`src/rtl/hdr_in_buf_pkg.sv`:
```
// rtl/hdr_in_buf_pkg.sv - shared widths and header entry type for the ingress header buffer
package hdr_in_buf_pkg;

  localparam int BYTE_W      = 8;
  localparam int DATA_W      = 8;
  localparam int HDR_MAX_LEN = 16;
  localparam int HDR_IDX_W   = $clog2(HDR_MAX_LEN);

  typedef logic [BYTE_W-1:0] byte_t;
  typedef byte_t [HDR_MAX_LEN-1:0] hdr_bytes_t;

  typedef struct packed {
    hdr_bytes_t          hdr;
    logic [DATA_W-1:0]   len;
  } hdr_entry_t;

  typedef enum logic [1:0] {
    ST_IDLE    = 2'd0,
    ST_COLLECT = 2'd1,
    ST_DROP    = 2'd2
  } asm_state_t;

endpackage

```
`src/rtl/hdr_in_buf_if.sv`:
```
// rtl/hdr_in_buf_if.sv - ingress byte stream and header read port bundle
interface hdr_in_buf_if;
  import hdr_in_buf_pkg::*;

  logic              in_valid_i;
  logic              in_sop_i;
  logic              in_eop_i;
  byte_t             in_data_i;
  logic              in_ready_o;
  logic              hdr_empty_o;
  logic              hdr_rd_i;
  hdr_bytes_t        pkt_hdr_o;
  logic [DATA_W-1:0] hdr_len_o;

  modport slave (
    input  in_valid_i, in_sop_i, in_eop_i, in_data_i, hdr_rd_i,
    output in_ready_o, hdr_empty_o, pkt_hdr_o, hdr_len_o
  );

  modport master (
    output in_valid_i, in_sop_i, in_eop_i, in_data_i, hdr_rd_i,
    input  in_ready_o, hdr_empty_o, pkt_hdr_o, hdr_len_o
  );

endinterface

```
`src/rtl/hdr_in_buf_fifo_fwft.sv`:
```
// rtl/hdr_in_buf_fifo_fwft.sv - first-word-fall-through FIFO of header entries
module hdr_fifo_fwft
  import hdr_in_buf_pkg::*;
#(
  parameter int DEPTH = 4
) (
  input  logic                     clk,
  input  logic                     rst,
  input  logic                     i_push,
  input  hdr_entry_t               i_entry,
  input  logic                     i_pop,
  output hdr_entry_t               o_head,
  output logic [$clog2(DEPTH):0]   o_count,
  output logic                     o_empty
);

  localparam int AW = $clog2(DEPTH);
  localparam logic [AW-1:0] PTR_ONE = 1;
  localparam logic [AW:0]   CNT_ONE = 1;

  hdr_entry_t    r_mem [DEPTH];
  logic [AW-1:0] r_wr_ptr;
  logic [AW-1:0] r_rd_ptr;
  logic [AW:0]   r_count;
  logic          w_pop;

  // Writers upstream hold a reservation, so a push never finds the FIFO full.
  assign w_pop = i_pop && (r_count != '0);

  always_ff @(posedge clk or posedge rst) begin
    if (rst) begin
      r_wr_ptr <= '0;
      r_rd_ptr <= '0;
      r_count  <= '0;
    end else begin
      if (i_push) r_wr_ptr <= r_wr_ptr + PTR_ONE;
      if (w_pop)  r_rd_ptr <= r_rd_ptr + PTR_ONE;
      if (i_push && !w_pop)      r_count <= r_count + CNT_ONE;
      else if (!i_push && w_pop) r_count <= r_count - CNT_ONE;
    end
  end

  always_ff @(posedge clk) begin
    if (i_push) r_mem[r_wr_ptr] <= i_entry;
  end

  assign o_empty = (r_count == '0);
  assign o_count = r_count;
  assign o_head  = o_empty ? '0 : r_mem[r_rd_ptr];

endmodule

```
`src/rtl/hdr_in_buf.sv`:
```
// rtl/hdr_in_buf.sv - captures the leading bytes of each packet and queues them as headers
module hdr_in_buf
  import hdr_in_buf_pkg::*;
#(
  parameter int DEPTH = 4,
  parameter int CNT_W = 32
) (
  input  logic              clk,
  input  logic              rst,
  hdr_in_buf_if.slave       bus,
  output logic [CNT_W-1:0]  drop_cnt_o,
  output logic [CNT_W-1:0]  err_cnt_o
);

  localparam int AW = $clog2(DEPTH);
  localparam logic [AW:0]        RESV_ONE  = 1;
  localparam logic [AW+1:0]      DEPTH_C   = (AW+2)'(DEPTH);
  localparam logic [DATA_W-1:0]  MAX_LEN_C = DATA_W'(HDR_MAX_LEN);
  localparam logic [DATA_W-1:0]  LEN_ONE   = 1;
  localparam logic [CNT_W-1:0]   CNT_INC   = 1;

  asm_state_t        r_state, w_state_n;
  hdr_bytes_t        r_buf, w_buf_n, w_buf_wr;
  logic [DATA_W-1:0] r_len, w_len_n, w_len_sat;
  logic [AW:0]       r_resv, w_resv_n;
  logic              r_ready;
  logic [CNT_W-1:0]  r_drop_cnt, r_err_cnt;

  logic              w_acc, w_sop_idle, w_free;
  logic              w_push, w_drop_inc, w_err_inc;
  hdr_entry_t        w_push_entry, w_head;
  logic [AW:0]       w_count;
  logic              w_empty;
  logic [AW+1:0]     w_used;

  assign w_acc = bus.in_valid_i && r_ready;

  always_comb begin
    w_buf_wr = r_buf;
    if (r_len < MAX_LEN_C) w_buf_wr[r_len[HDR_IDX_W-1:0]] = bus.in_data_i;
  end
  assign w_len_sat = (r_len < MAX_LEN_C) ? r_len + LEN_ONE : r_len;

  always_comb begin
    w_state_n    = r_state;
    w_buf_n      = r_buf;
    w_len_n      = r_len;
    w_resv_n     = r_resv;
    w_push       = 1'b0;
    w_push_entry = '0;
    w_drop_inc   = 1'b0;
    w_err_inc    = 1'b0;
    w_sop_idle   = 1'b0;
    w_used       = '0;
    w_free       = 1'b0;

    case (r_state)
      ST_IDLE: begin
        if (w_acc && bus.in_sop_i) w_sop_idle = 1'b1;
      end
      ST_COLLECT: begin
        if (w_acc) begin
          if (bus.in_sop_i) begin
            // Abort: release the slot, then treat this beat as a fresh SOP.
            w_err_inc  = 1'b1;
            w_resv_n   = '0;
            w_sop_idle = 1'b1;
          end else begin
            w_buf_n = w_buf_wr;
            w_len_n = w_len_sat;
            if (bus.in_eop_i) begin
              w_push       = 1'b1;
              w_push_entry = '{hdr: w_buf_wr, len: w_len_sat};
              w_resv_n     = '0;
              w_state_n    = ST_IDLE;
            end
          end
        end
      end
      ST_DROP: begin
        if (w_acc) begin
          if (bus.in_sop_i)      w_sop_idle = 1'b1;
          else if (bus.in_eop_i) w_state_n  = ST_IDLE;
        end
      end
      default: w_state_n = ST_IDLE;
    endcase

    if (w_sop_idle) begin
      w_used = {1'b0, w_count} + {1'b0, w_resv_n};
      w_free = (w_used < DEPTH_C);
      if (w_free) begin
        if (bus.in_eop_i) begin
          w_push       = 1'b1;
          w_push_entry = '0;
          w_push_entry.hdr[0] = bus.in_data_i;
          w_push_entry.len    = LEN_ONE;
          w_state_n    = ST_IDLE;
        end else begin
          w_resv_n   = RESV_ONE;
          w_buf_n    = '0;
          w_buf_n[0] = bus.in_data_i;
          w_len_n    = LEN_ONE;
          w_state_n  = ST_COLLECT;
        end
      end else begin
        w_drop_inc = 1'b1;
        w_state_n  = bus.in_eop_i ? ST_IDLE : ST_DROP;
      end
    end
  end

  always_ff @(posedge clk or posedge rst) begin
    if (rst) begin
      r_state    <= ST_IDLE;
      r_buf      <= '0;
      r_len      <= '0;
      r_resv     <= '0;
      r_ready    <= 1'b0;
      r_drop_cnt <= '0;
      r_err_cnt  <= '0;
    end else begin
      r_state <= w_state_n;
      r_buf   <= w_buf_n;
      r_len   <= w_len_n;
      r_resv  <= w_resv_n;
      r_ready <= 1'b1;
      if (w_drop_inc) r_drop_cnt <= r_drop_cnt + CNT_INC;
      if (w_err_inc)  r_err_cnt  <= r_err_cnt + CNT_INC;
    end
  end

  hdr_fifo_fwft #(.DEPTH(DEPTH)) u_fifo (
    .clk     (clk),
    .rst     (rst),
    .i_push  (w_push),
    .i_entry (w_push_entry),
    .i_pop   (bus.hdr_rd_i),
    .o_head  (w_head),
    .o_count (w_count),
    .o_empty (w_empty)
  );

  assign bus.in_ready_o  = r_ready;
  assign bus.hdr_empty_o = w_empty;
  assign bus.pkt_hdr_o   = w_head.hdr;
  assign bus.hdr_len_o   = w_head.len;
  assign drop_cnt_o      = r_drop_cnt;
  assign err_cnt_o       = r_err_cnt;

endmodule

```
`src/flat_wrapper.sv`:
```
// flat-port wrapper written by rule: the top's interface ports become plain ports
module hdr_in_buf_flat import hdr_in_buf_pkg::*;
#(
  parameter int DEPTH = 4,
  parameter int CNT_W = 32
)
  (clk, rst, drop_cnt_o, err_cnt_o, bus_in_valid_i, bus_in_sop_i, bus_in_eop_i, bus_in_data_i, bus_hdr_rd_i, bus_in_ready_o, bus_hdr_empty_o, bus_pkt_hdr_o, bus_hdr_len_o);
  hdr_in_buf_if bus_i ();
  input  logic clk;
  input  logic rst;
  output logic [CNT_W-1:0] drop_cnt_o;
  output logic [CNT_W-1:0] err_cnt_o;
  input wire logic [$bits(bus_i.in_valid_i)-1:0] bus_in_valid_i;
  input wire logic [$bits(bus_i.in_sop_i)-1:0] bus_in_sop_i;
  input wire logic [$bits(bus_i.in_eop_i)-1:0] bus_in_eop_i;
  input wire logic [$bits(bus_i.in_data_i)-1:0] bus_in_data_i;
  input wire logic [$bits(bus_i.hdr_rd_i)-1:0] bus_hdr_rd_i;
  output wire logic [$bits(bus_i.in_ready_o)-1:0] bus_in_ready_o;
  output wire logic [$bits(bus_i.hdr_empty_o)-1:0] bus_hdr_empty_o;
  output wire logic [$bits(bus_i.pkt_hdr_o)-1:0] bus_pkt_hdr_o;
  output wire logic [$bits(bus_i.hdr_len_o)-1:0] bus_hdr_len_o;
  assign bus_i.in_valid_i = bus_in_valid_i;
  assign bus_i.in_sop_i = bus_in_sop_i;
  assign bus_i.in_eop_i = bus_in_eop_i;
  assign bus_i.in_data_i = bus_in_data_i;
  assign bus_i.hdr_rd_i = bus_hdr_rd_i;
  assign bus_in_ready_o = bus_i.in_ready_o;
  assign bus_hdr_empty_o = bus_i.hdr_empty_o;
  assign bus_pkt_hdr_o = bus_i.pkt_hdr_o;
  assign bus_hdr_len_o = bus_i.hdr_len_o;
  hdr_in_buf #(.DEPTH(DEPTH), .CNT_W(CNT_W)) u_core (.clk(clk), .rst(rst), .bus(bus_i), .drop_cnt_o(drop_cnt_o), .err_cnt_o(err_cnt_o));
endmodule
```
`config.mk`:
```
export PLATFORM = sky130hd
export DESIGN_NAME = hdr_in_buf_flat
export DESIGN_NICKNAME = d
export VERILOG_FILES = /design/src/rtl/hdr_in_buf_pkg.sv /design/src/rtl/hdr_in_buf_if.sv /design/src/rtl/hdr_in_buf_fifo_fwft.sv /design/src/rtl/hdr_in_buf.sv /design/src/flat_wrapper.sv
export SDC_FILE = /design/constraint.sdc
export NUM_CORES = 1
export LEC_CHECK = 0
export ABC_AREA = 1
export ABC_CLOCK_PERIOD_IN_PS = 16400
export CAP_MARGIN = 30
export CELL_PAD_IN_SITES_DETAIL_PLACEMENT = 0
export CELL_PAD_IN_SITES_GLOBAL_PLACEMENT = 2
export CORE_UTILIZATION = 40
export CTS_CLUSTER_SIZE = 10
export DETAILED_ROUTE_END_ITERATION = 7
export GPL_TIMING_DRIVEN = 0
export PLACE_DENSITY_LB_ADDON = 0.3
export SKIP_LAST_GASP = 1
export SYNTH_ARGS = -nofsm -noshare
export SYNTH_HDL_FRONTEND = slang
export SYNTH_SLANG_ARGS = --single-unit
```
`constraint.sdc`:
```
create_clock -name clk -period 16.4 [get_ports clk]
set_input_delay 3.28 -clock clk [delete_from_list [all_inputs] [get_ports clk]]
set_output_delay 3.28 -clock clk [all_outputs]
set_load 0.05 [all_outputs]
```
Word level (Yosys, flattened, before mapping)
Memory sizes are Yosys's and may differ from the RTL's.
Index checks and enable logic that the tools add are counted.

cells by class
  muxes and demuxes = 58
  magnitude comparators = 4
  equal/unequal tests = 6
  $add $sub $neg = 8
  reductions and logical operators = 14

operators by type and width
  kind                                                        number
  two-way mux 136 bit                                         8
  two-way mux 128 bit                                         7
  bitwise mux 128 bit                                         1
  adder 32 x 1 -> 32 bit, second input constant               2
  two-way mux 8 bit                                           8
  demux 8 bit (select 4 bit)                                  1
  two-way mux 3 bit                                           9
  two-way mux 1 bit                                           16
  two-way mux 2 bit                                           6
  adder 8 x 1 -> 8 bit, second input constant                 1
  less-than comparator 8 x 5 -> 1 bit, second input constant  1
  logical AND 1 bit                                           6
  != test 3 x 1 -> 1 bit, second input constant               2
  less-than comparator 4 x 5 -> 1 bit, second input constant  1
  adder 2 x 1 -> 2 bit, second input constant                 2
  adder 3 x 3 -> 4 bit                                        1
  >= comparator 4 x 1 -> 1 bit, second input constant         1
  less-than comparator 4 x 3 -> 1 bit, second input constant  1
  case mux 2 bit (2 select lines)                             1
  AND reduction 4 bit                                         1
  adder 3 x 1 -> 3 bit, second input constant                 1
  zero test 3 bit                                             1
  != test 3 x 2 -> 1 bit, second input constant               1
  nonzero test 3 bit                                          1
  9 further kinds                                             10

storage, ports and cells
  input port bits = 14
  memories kept = 1
  bits in writable memories = 544
  bits in registers = 213

memory list
  memory               depth  width  rd ports  clocked after Yosys merged registers in  write ports  RTL line                    text
  u_core.u_fifo.r_mem  4      136    1         0                                        1            hdr_in_buf_fifo_fwft.sv:21  hdr_entry_t r_mem [DEPTH];

Longest topological paths before layout
Gate-level depths: netlist of the first run.

  depth after elaboration = 13
  gate-level depth with buffers = 21
  depth with buffers taken out = 21

By module
Synthesis of the first run repeated with hierarchy kept, for this count alone.

second synthesis, totals
  cells, all modules = 4229
  area total of the unflattened synthesis = 37338.3 um^2

by module, submodules not included
  module         instances  seq. area each (um^2)  cells an instance  area each (um^2)
  hdr_fifo_fwft  1          16510.8                2199               23535.1
  hdr_in_buf     1          5154.9                 2030               13803.2

Least setup slack after synthesis of the first run
Ideal clock, no wire load.

  path type = input -> register
  start = in bus_in_valid_i
  end = mem u_core.u_fifo.r_mem[0][0] (netlist name) (enable)
  data arrival time = 10.573 ns
  library setup time = 0.634 ns
  setup slack = 5.194 ns
  path buffers = 0
  required time = 15.766 ns
  stages on the path = 11
  path through = nand2_1 nor2_1 nand2_1 inv_1 nor2_1 ha_1 nor3_1 nand3_2 nand2_1 nand2_1 nor2_1

between the ends
  word-level cells in the longest chain between the ends = 9

RTL lines
  element                                      RTL line                    text
  start, declared                              flat_wrapper.sv:13          input wire logic [$bits(bus_i.in_valid_i)-1:0] bus_in_valid_i;
  logical AND 1 bit (*)                        hdr_in_buf.sv:36            assign w_acc = bus.in_valid_i && r_ready;
  two-way mux 3 bit                            hdr_in_buf.sv:62            if (w_acc) begin
  two-way mux 3 bit                            hdr_in_buf.sv:57            case (r_state)
  adder 3 x 3 -> 4 bit                         hdr_in_buf.sv:90            w_used = {1'b0, w_count} + {1'b0, w_resv_n};
  less-than comparator 4 x 3 -> 1 bit          hdr_in_buf.sv:91            w_free = (w_used < DEPTH_C);
  two-way mux 1 bit                            hdr_in_buf.sv:92            if (w_free) begin
  two-way mux 1 bit (*)                        hdr_in_buf.sv:89            if (w_sop_idle) begin
  two-way mux 1 bit (*)                        hdr_in_buf_fifo_fwft.sv:44  if (i_push) r_mem[r_wr_ptr] <= i_entry;
  two-way mux 1 bit (implied by the code) (*)  hdr_in_buf_fifo_fwft.sv:44
  end, declared                                hdr_in_buf_fifo_fwft.sv:21

Mark *: on every way between the ends. The rest lies on a longest branch, timed or not.

Worst setup path after layout of the first run
  start = in bus_in_eop_i
  end = mem u_core.u_fifo.r_mem[3][26] (netlist name) (enable)

between the ends
  word-level cells in the longest chain between the ends = 10

RTL lines
  element                                      RTL line                    text
  start, declared                              flat_wrapper.sv:15          input wire logic [$bits(bus_i.in_eop_i)-1:0] bus_in_eop_i;
  two-way mux 3 bit                            hdr_in_buf.sv:71            if (bus.in_eop_i) begin
  two-way mux 3 bit                            hdr_in_buf.sv:63            if (bus.in_sop_i) begin
  two-way mux 3 bit                            hdr_in_buf.sv:62
  two-way mux 3 bit                            hdr_in_buf.sv:57
  adder 3 x 3 -> 4 bit                         hdr_in_buf.sv:90
  less-than comparator 4 x 3 -> 1 bit          hdr_in_buf.sv:91
  two-way mux 1 bit                            hdr_in_buf.sv:92
  two-way mux 1 bit (*)                        hdr_in_buf.sv:89
  two-way mux 1 bit (*)                        hdr_in_buf_fifo_fwft.sv:44
  two-way mux 1 bit (implied by the code) (*)  hdr_in_buf_fifo_fwft.sv:44

Marked as above.

==> summary.md, run 1 <==
| Metric | Value |
|---|---|
| Clock Tree Root | `clkbuf_16` |
| R2r endpoint | `u_core.u_fifo.r_mem[3][26]$_DFFE_PP_` |
| DRT antenna net count | `0` |
| Fmax | `130.0 MHz` |
| CP arrival | `8040 ps` |
| CTS tree | `yes` |
| Final GP Congestion | `0.8322` |
| Most common cell in the netlist | `nand2_1` |
| Post-DP HPWL | `72760 um` |
| Num CTS Buffers | `88` |
| Outcome | `complete, no violations` |
| Top_reg_cell synth | `edfxtp_1` |
| Mapped Nets | `3882` |
| CP startpoint kind | `input pin` |
| Crit path to | `u_core.u_fifo.r_mem[3][26]$_DFFE_PP_` |
| Vias in the first global route | `25910` |
| Peak VDD IR | `0.0001434 V` |
| Ys Warns | `0` |
| Unrepaired setup endpoints after global routing | `no` |
| DP Cell Count | `5248` |
| Vias per inst | `4.914` |
| CTS resizes | `0` |
| Fin crit share | `46.92%` |
| Cells on worst reg2reg path | `17` |
| Port-buffer cells | `214` |
| Seq/Total Area, Yosys | `62.06%` |
| Leading post-synthesis cells by cell area | `edfxtp_1 47%, dfrtp_1 15%, nand2_1 10%, nor2_1 8.5%, o21ai_0 4.9%` |
| Power Dens Cells | `178.0 nW/um^2` |
| Layout Cells excl Fill | `5415` |
| Fill cell count | `8089` |
| First-pass GRT wire length | `160500 um` |
| R2r setup slk | `11360 ps` |
| Die area | `88470 um^2` |
| Total gr overflow | `0` |
| H-Tree Depth | `3` |
| Die width | `297.4 um` |
| Min cycle time layout | `7694 ps` |
| Cell taking the most area after synthesis | `edfxtp_1` |
| Initial antenna violation count | `4` |
| Tot GR Track Use | `23.81%` |
| # clock sinks | `757` |
| Final instance area | `41970 um^2` |
| Ports | `216` |
| Post-synthesis cell type count | `38` |
| Avg Cell Area, Syn | `9.066 um^2` |
| Clock Power Share | `24.4%` |
| Hold_buf cts | `0` |
| Worst r2r src | `u_core.r_state[0]$_DFFE_PP0P_` |
| Nets | `4225` |
| Fin. max-slew vios | `0` |
| Routed wire length | `105700 um` |
| Clk_lat worst skew | `640 ps` |
| Layout area overhead | `20.21%` |
| Final Setup Violations | `0` |
| FP Rows | `107` |
| Sw Ratio | `43.83%` |
| Internal power | `4196 uW` |
| Area share of the leading cell type in the synthesized netlist | `46.79%` |
| Via count | `26610` |
| Clock transition at path regs | `50 ps` |
| Starting DRT DRC Count | `1878` |
| CP Capture Type | `flop` |
| DRC | `0` |
| Max Clock Skew | `19.90 ps` |
| Syn Inst Count | `3851` |
| Final core occ | `48.90%` |
| Share of cells above drive strength 1 | `5.269%` |
| Hold Vio Cnt, Final | `0` |
| Placed cell areas | `39330 um^2` |
| Post-synth top cells | `957 x nand2_1, 793 x nor2_1, 544 x edfxtp_1, 342 x o21ai_0, 304 x inv_1` |
| Fraction of registers with async set/reset | `28.14%` |
| Average wire per standard cell | `19.53 um` |
| Comb pwr share | `46.0%` |
| Initial Util | `40.68%` |
| Max cap viols | `0` |
| Worst min path class | `reg2reg` |
| CP max FO | `21` |
| Crit. Startpoint | `bus_in_eop_i` |
| Largest net degree at the start of global routing | `99` |
| Worst-margin pin slew | `1061 ps` |
| Die height | `297.4 um` |
| Mapped Area | `34910 um^2` |
| Slew HR | `28.70%` |
| Clock tree buffer depth | `3` |
| Worst EP required | `16740 ps` |
| EDFF count, synth | `544` |
| # Post-CTS Setup Buffers | `0` |
| Sequential power share | `29.6%` |
| Core Box Area | `85820 um^2` |
| Flops & latches, synth | `757` |
| Drt pass-1 iters | `5` |
| Worst Setup Path Type | `in2reg` |
| Lkg Pwr | `0.01799 uW` |
| Switch Pwr | `3275 uW` |
==> placed cells by master, fill, tap and decap left out, types with 2 or more instances in the layout <==
cell type	netlist	final
a21oi_1	161	161
buf_1	19	19
buf_12	0	15
buf_16	0	12
buf_2	40	40
buf_4	3	3
buf_6	13	15
buf_8	0	10
clkbuf_1	136	197
clkbuf_16	0	90
clkbuf_8	0	4
clkdlybuf4s50_1	0	214
clkinv_1	0	2
clkinv_2	0	3
dfrtp_1	213	213
edfxtp_1	544	544
ha_1	16	16
inv_1	304	303
inv_16	0	2
inv_2	6	6
inv_6	0	2
nand2_1	957	957
nand3_1	191	191
nand3b_1	16	16
nand4_1	21	21
nor2_1	793	789
nor2_2	2	2
nor2_4	3	7
nor3_1	17	17
o21ai_0	342	342
or2_2	3	3
xnor2_1	16	16
xor2_1	20	20
==> how the worst min path moves through the flow <==
| stage | startpoint | to | slack (ps) | cells past startpoint |
|---|---|---|---|---|
| final | u_core.err_cnt_o[31]$_DFFE_PP0P_ | u_core.err_cnt_o[31]$_DFFE_PP0P_ | 480 | 1 |
| after global routing | u_core.err_cnt_o[31]$_DFFE_PP0P_ | u_core.err_cnt_o[31]$_DFFE_PP0P_ | 490 | 1 |
| after CTS | u_core.err_cnt_o[31]$_DFFE_PP0P_ | u_core.err_cnt_o[31]$_DFFE_PP0P_ | 480 | 1 |
| after detailed placement | u_core.err_cnt_o[31]$_DFFE_PP0P_ | u_core.err_cnt_o[31]$_DFFE_PP0P_ | 460 | 1 |
| after global placement | u_core.r_resv[0]$_DFF_PP0_ | u_core.r_resv[0]$_DFF_PP0_ | 460 | 2 |
| after floorplan | u_core.r_resv[0]$_DFF_PP0_ | u_core.r_resv[0]$_DFF_PP0_ | 450 | 2 |
==> cells by family (layout without fill, tap and decap cells) <==
family | after synthesis | in the layout | synth area share [%]
other | 1 | 2 | 0.01074
DFF | 757 | 757 | 62.06
adders and majority gates | 17 | 17 | 0.6307
AOI/OAI and AO/OA | 506 | 506 | 7.271
xor gates and xnor gates | 36 | 36 | 0.9031
and+or+nand+nor | 2012 | 2012 | 23.04
buffers and inverters | 521 | 940 | 6.056
muxes | 1 | 1 | 0.03225
==> critical path, stage by stage <==
cell	delay [ps]
clkdlybuf4s50_1	660
inv_2	240
nand2_1	70
nand2_1	100
inv_1	70
nor2_1	120
ha_1	240
nor3_1	550
nand3_2	410
nand2_1	220
nand2_1	400
nor2_4	600
buf_16	250
buf_16	170
buf_12	200
buf_16	200
buf_16	180
==> power groups by stage <==
stage / combinational [uW] / clock, uW / sequential (uW)
finish: 3440 / 1820 / 2210
global route: 3720 / 1930 / 2220
CTS: 3470 / 1860 / 2210
detailed placement: 3460 / 0 / 2250
global placement: 3410 / 0 / 2260
floorplan: 2220 / 0 / 2260
==> registers in the layout (all words and copies together) (netlist names) <==
name	flops
u_core.u_fifo.r_mem	544
u_core.r_buf	128
u_core.drop_cnt_o	32
u_core.err_cnt_o	32
u_core.r_len	8
u_core.r_resv	3
u_core.u_fifo.o_count	3
u_core.r_state	2
u_core.u_fifo.r_rd_ptr	2
u_core.u_fifo.r_wr_ptr	2
u_core.bus.in_ready_o	1
==> area by class of cell <==
type / instances / area [um^2] / share of cell area, %
Antenna cell: 1 / 2.502 / 0.005963
Buffer: 211 / 952.2 / 2.269
Clock buffer: 156 / 2540 / 6.052
Clock inverter: 10 / 96.34 / 0.2296
Inverter: 310 / 1171 / 2.791
Multi-Input combinational cell: 2573 / 11160 / 26.60
Sequential cell: 757 / 21670 / 51.62
Tap cell: 1144 / 1431 / 3.411
Timing Repair Buffer: 253 / 2945 / 7.018
==> per-layer routing <==
layer	track usage (%)	vias up	routed length [um]
met4	5.830	0	2047
met1	32.17	12680	47550
met3	3.089	132	4447
li1	-	13230	-
met2	40.50	569	51690
met5	0	-	0
==> per-stage QoR <==
step,total power [uW],hold WS [ps],setup WS [ps],TNS [ps]
after floorplan,4489,449.7,5194,0
after global routing,7871,492.8,8490,0
after detailed placement,5713,464.3,8041,0
final,7471,478.9,8706,0
after global placement,5675,463.4,-1588,-720750
after CTS,7546,479.4,8702,0
No activity file was read; power rests on OpenSTA's default activity.
==> run 2: changes to the inputs <==
Settings changed: ABC_CLOCK_PERIOD_IN_PS 16400 to 6200, CORE_UTILIZATION 40 to 34.
Clock period 16.4 ns to 6.2 ns, I/O delays scaled along.
==> summary.md, run 2 (synthesis results as in run 1) <==
| Metric | Value |
|---|---|
| R2r endpoint | `u_core.u_fifo.r_mem[2][38]$_DFFE_PP_` |
| Core Box Area | `101700 um^2 (+19%)` |
| Crit. Startpoint | `u_core.u_fifo.r_rd_ptr[0]$_DFFE_PP0P_` |
| Hold Vio Cnt, Final | `0 (unchanged)` |
| DRC | `0 (unchanged)` |
| Placed cell areas | `39670 um^2 (+0.86%)` |
| Worst-margin pin slew | `1022 ps (-39.28 ps)` |
| Worst min path class | `reg2reg` |
| Lkg Pwr | `0.01811 uW (+0.68%)` |
| Unrepaired setup endpoints after global routing | `no` |
| Clk_lat worst skew | `690 ps (+50 ps)` |
| Share of cells above drive strength 1 | `5.578% (+0.31 points)` |
| FP Rows | `117 (+9.3%)` |
| Hold worst-path end | `u_core.err_cnt_o[31]$_DFFE_PP0P_` |
| Initial antenna violation count | `4 (unchanged)` |
| Worst r2r src | `u_core.r_state[0]$_DFFE_PP0P_` |
| Total gr overflow | `0 (unchanged)` |
| Inserted Diodes | `0 (-1)` |
| Hold Path Stages | `1 (unchanged)` |
| R2r setup slk | `1120 ps (-10240 ps)` |
| CP startpoint kind | `flop` |
| Num CTS Buffers | `92 (+4.5%)` |
| Die area | `104000 um^2 (+18%)` |
| Largest regs | `u_core.u_fifo.r_mem (544), u_core.r_buf (128)` |
| Setup ws final | `593.7 ps (-8112 ps)` |
| Via count | `26810 (+0.74%)` |
| Vias per inst | `4.757 (-3.2%)` |
| Worst Setup Path Type | `reg2out` |
| Starting DRT DRC Count | `1757 (-6.4%)` |
| Outcome | `complete, no violations` |
| Max cap viols | `0 (unchanged)` |
| Top reg by flops | `u_core.u_fifo.r_mem` |
| Clock Tree Root | `clkbuf_16` |
| Initial Util | `34.32% (-6.4 points)` |
| CP Capture Type | `output pin` |
| Die width | `322.4 um (+8.4%)` |
| CP max FO | `10 (-52%)` |
| Max reg flops | `544 (unchanged)` |
| CP arrival | `4370 ps (-3670 ps)` |
| Final GP Congestion | `0.8232 (-1.1%)` |
| CTS tree | `yes` |
| Multi-input gate area | `11160 um^2 (unchanged)` |
| Fmax | `178.4 MHz` |
| Cells on worst reg2reg path | `17 (unchanged)` |
| Port-buffer cells | `214 (unchanged)` |
| Fill cell count | `10030 (+24%)` |
| Hold_buf cts | `0 (unchanged)` |
| Fin. max-slew vios | `0 (unchanged)` |
| First-pass GRT wire length | `166300 um (+3.6%)` |
| Min-delay src | `u_core.err_cnt_o[31]$_DFFE_PP0P_` |
| Die height | `322.4 um (+8.4%)` |
| Routed wire length | `111800 um (+5.8%)` |
| # Post-CTS Setup Buffers | `0 (unchanged)` |
| Layout area overhead | `21.70%` |
| DRT antenna net count | `0 (unchanged)` |
| Slew HR | `31.85% (+3.2 points)` |
| Min cycle time layout | `5606 ps` |
| Clock tree buffer depth | `3 (unchanged)` |
| Tot GR Track Use | `21.51% (-2.3 points)` |
| Most frequent cells in the layout | `957 x nand2_1, 789 x nor2_1, 544 x edfxtp_1` |
| # clock sinks | `757 (unchanged)` |
| Nets | `4235 (+0.24%)` |
| Power Dens Cells | `474.4 nW/um^2 (+170%)` |
| Peak VDD IR | `0.0003460 V (+140%)` |
| Clock transition at path regs | `60 ps (about the same)` |
| CTS resizes | `0 (unchanged)` |
| FF+latch area | `21670 um^2 (unchanged)` |
| Largest net degree at the start of global routing | `36 (-64%)` |
| Worst EP required | `4960 ps (-11780 ps)` |
| Average wire per standard cell | `19.85 um (+1.7%)` |
| Max Clock Skew | `33.13 ps (+13.23 ps)` |
| Commonest non-fill, non-tap cell in the layout | `nand2_1` |
| Post-DP HPWL | `77440 um (+6.4%)` |
| Fin crit share | `90.42%` |
| Vias in the first global route | `25990 (+0.30%)` |
| Worst slack at placement | `-72.24 ps (-8114 ps)` |
| Ports | `216 (unchanged)` |
| Final Setup Violations | `0 (unchanged)` |
| H-Tree Depth | `3 (unchanged)` |
| Final instance area | `42490 um^2 (+1.2%)` |
| Drt pass-1 iters | `5 (unchanged)` |
run 2: changes by cell type in the layout (fill, tap and decap cells not counted), moves of 2 or more:
cell	before	now
clkbuf_1	197	172
buf_12	15	26
clkinv_1	2	11
buf_16	12	6
bufinv_16	0	4
clkbuf_16	90	94
buf_8	10	12
inv_6	2	0
run 2: worst max-delay path by stage:
stage          slack, ps  cells past startpoint                              endpoint
2_1_floorplan       -710                     11   u_core.u_fifo.r_mem[0][0]$_DFFE_PP_
3_5_place_dp         -70                     17  u_core.u_fifo.r_mem[2][95]$_DFFE_PP_
3_3_place_gp       -5350                     12  u_core.u_fifo.r_mem[3][91]$_DFFE_PP_
4_1_cts              500                      9                     bus_pkt_hdr_o[87]
5_1_grt              450                     17  u_core.u_fifo.r_mem[2][43]$_DFFE_PP_
6_report             590                      9                     bus_pkt_hdr_o[87]
run 2: worst max-delay path, stage by stage, from the launching register on:
cell and delay, ps:
dfrtp_1 360, clkbuf_1 170, inv_1 100, clkbuf_1 220, buf_8 210, buf_2 480, clkbuf_1 660, o21ai_0 240
a21oi_1 340, clkdlybuf4s50_1 870
run 2: report_power, final:
group / switching (uW) / leakage [uW] / total, uW / internal [uW]
clock: 2130 / 0.00135 / 5120 / 2990
combinational: 6530 / 0.00849 / 9180 / 2640
sequential: 163 / 0.00826 / 5860 / 5690
run 2: routing by layer:
layer	up-vias	track usage, %	share of wire (%)
met4	4	5.577	1.9
met1	12850	28.86	45
met3	108	3.007	4.6
li1	13250	-	-
met2	597	36.39	49
met5	-	0	0.021
run 2: stage by stage:
step	power, uW	TNS [ps]	cells	util, %	hold slack [ps]
floorplan	11870	-387470	3851	-	449.7
global placement	15140	-2864420	5433	38.12	464.0
detailed placement	15230	-1453	5477	38.99	465.5
CTS	20410	0	5634	41.75	480.4
global route	21260	0	5635	41.76	488.0
finish	20160	0	5635	41.76	477.9
run 2: final cells by class:
cell class	count	area share, %
clock inverter	23	0.6567
sequential	757	50.99
inverter	310	2.747
multi-input combinational	2573	26.27
clock buffer	134	5.960
timing repair buffer	259	7.105
tap	1368	4.028
buffer	211	2.241
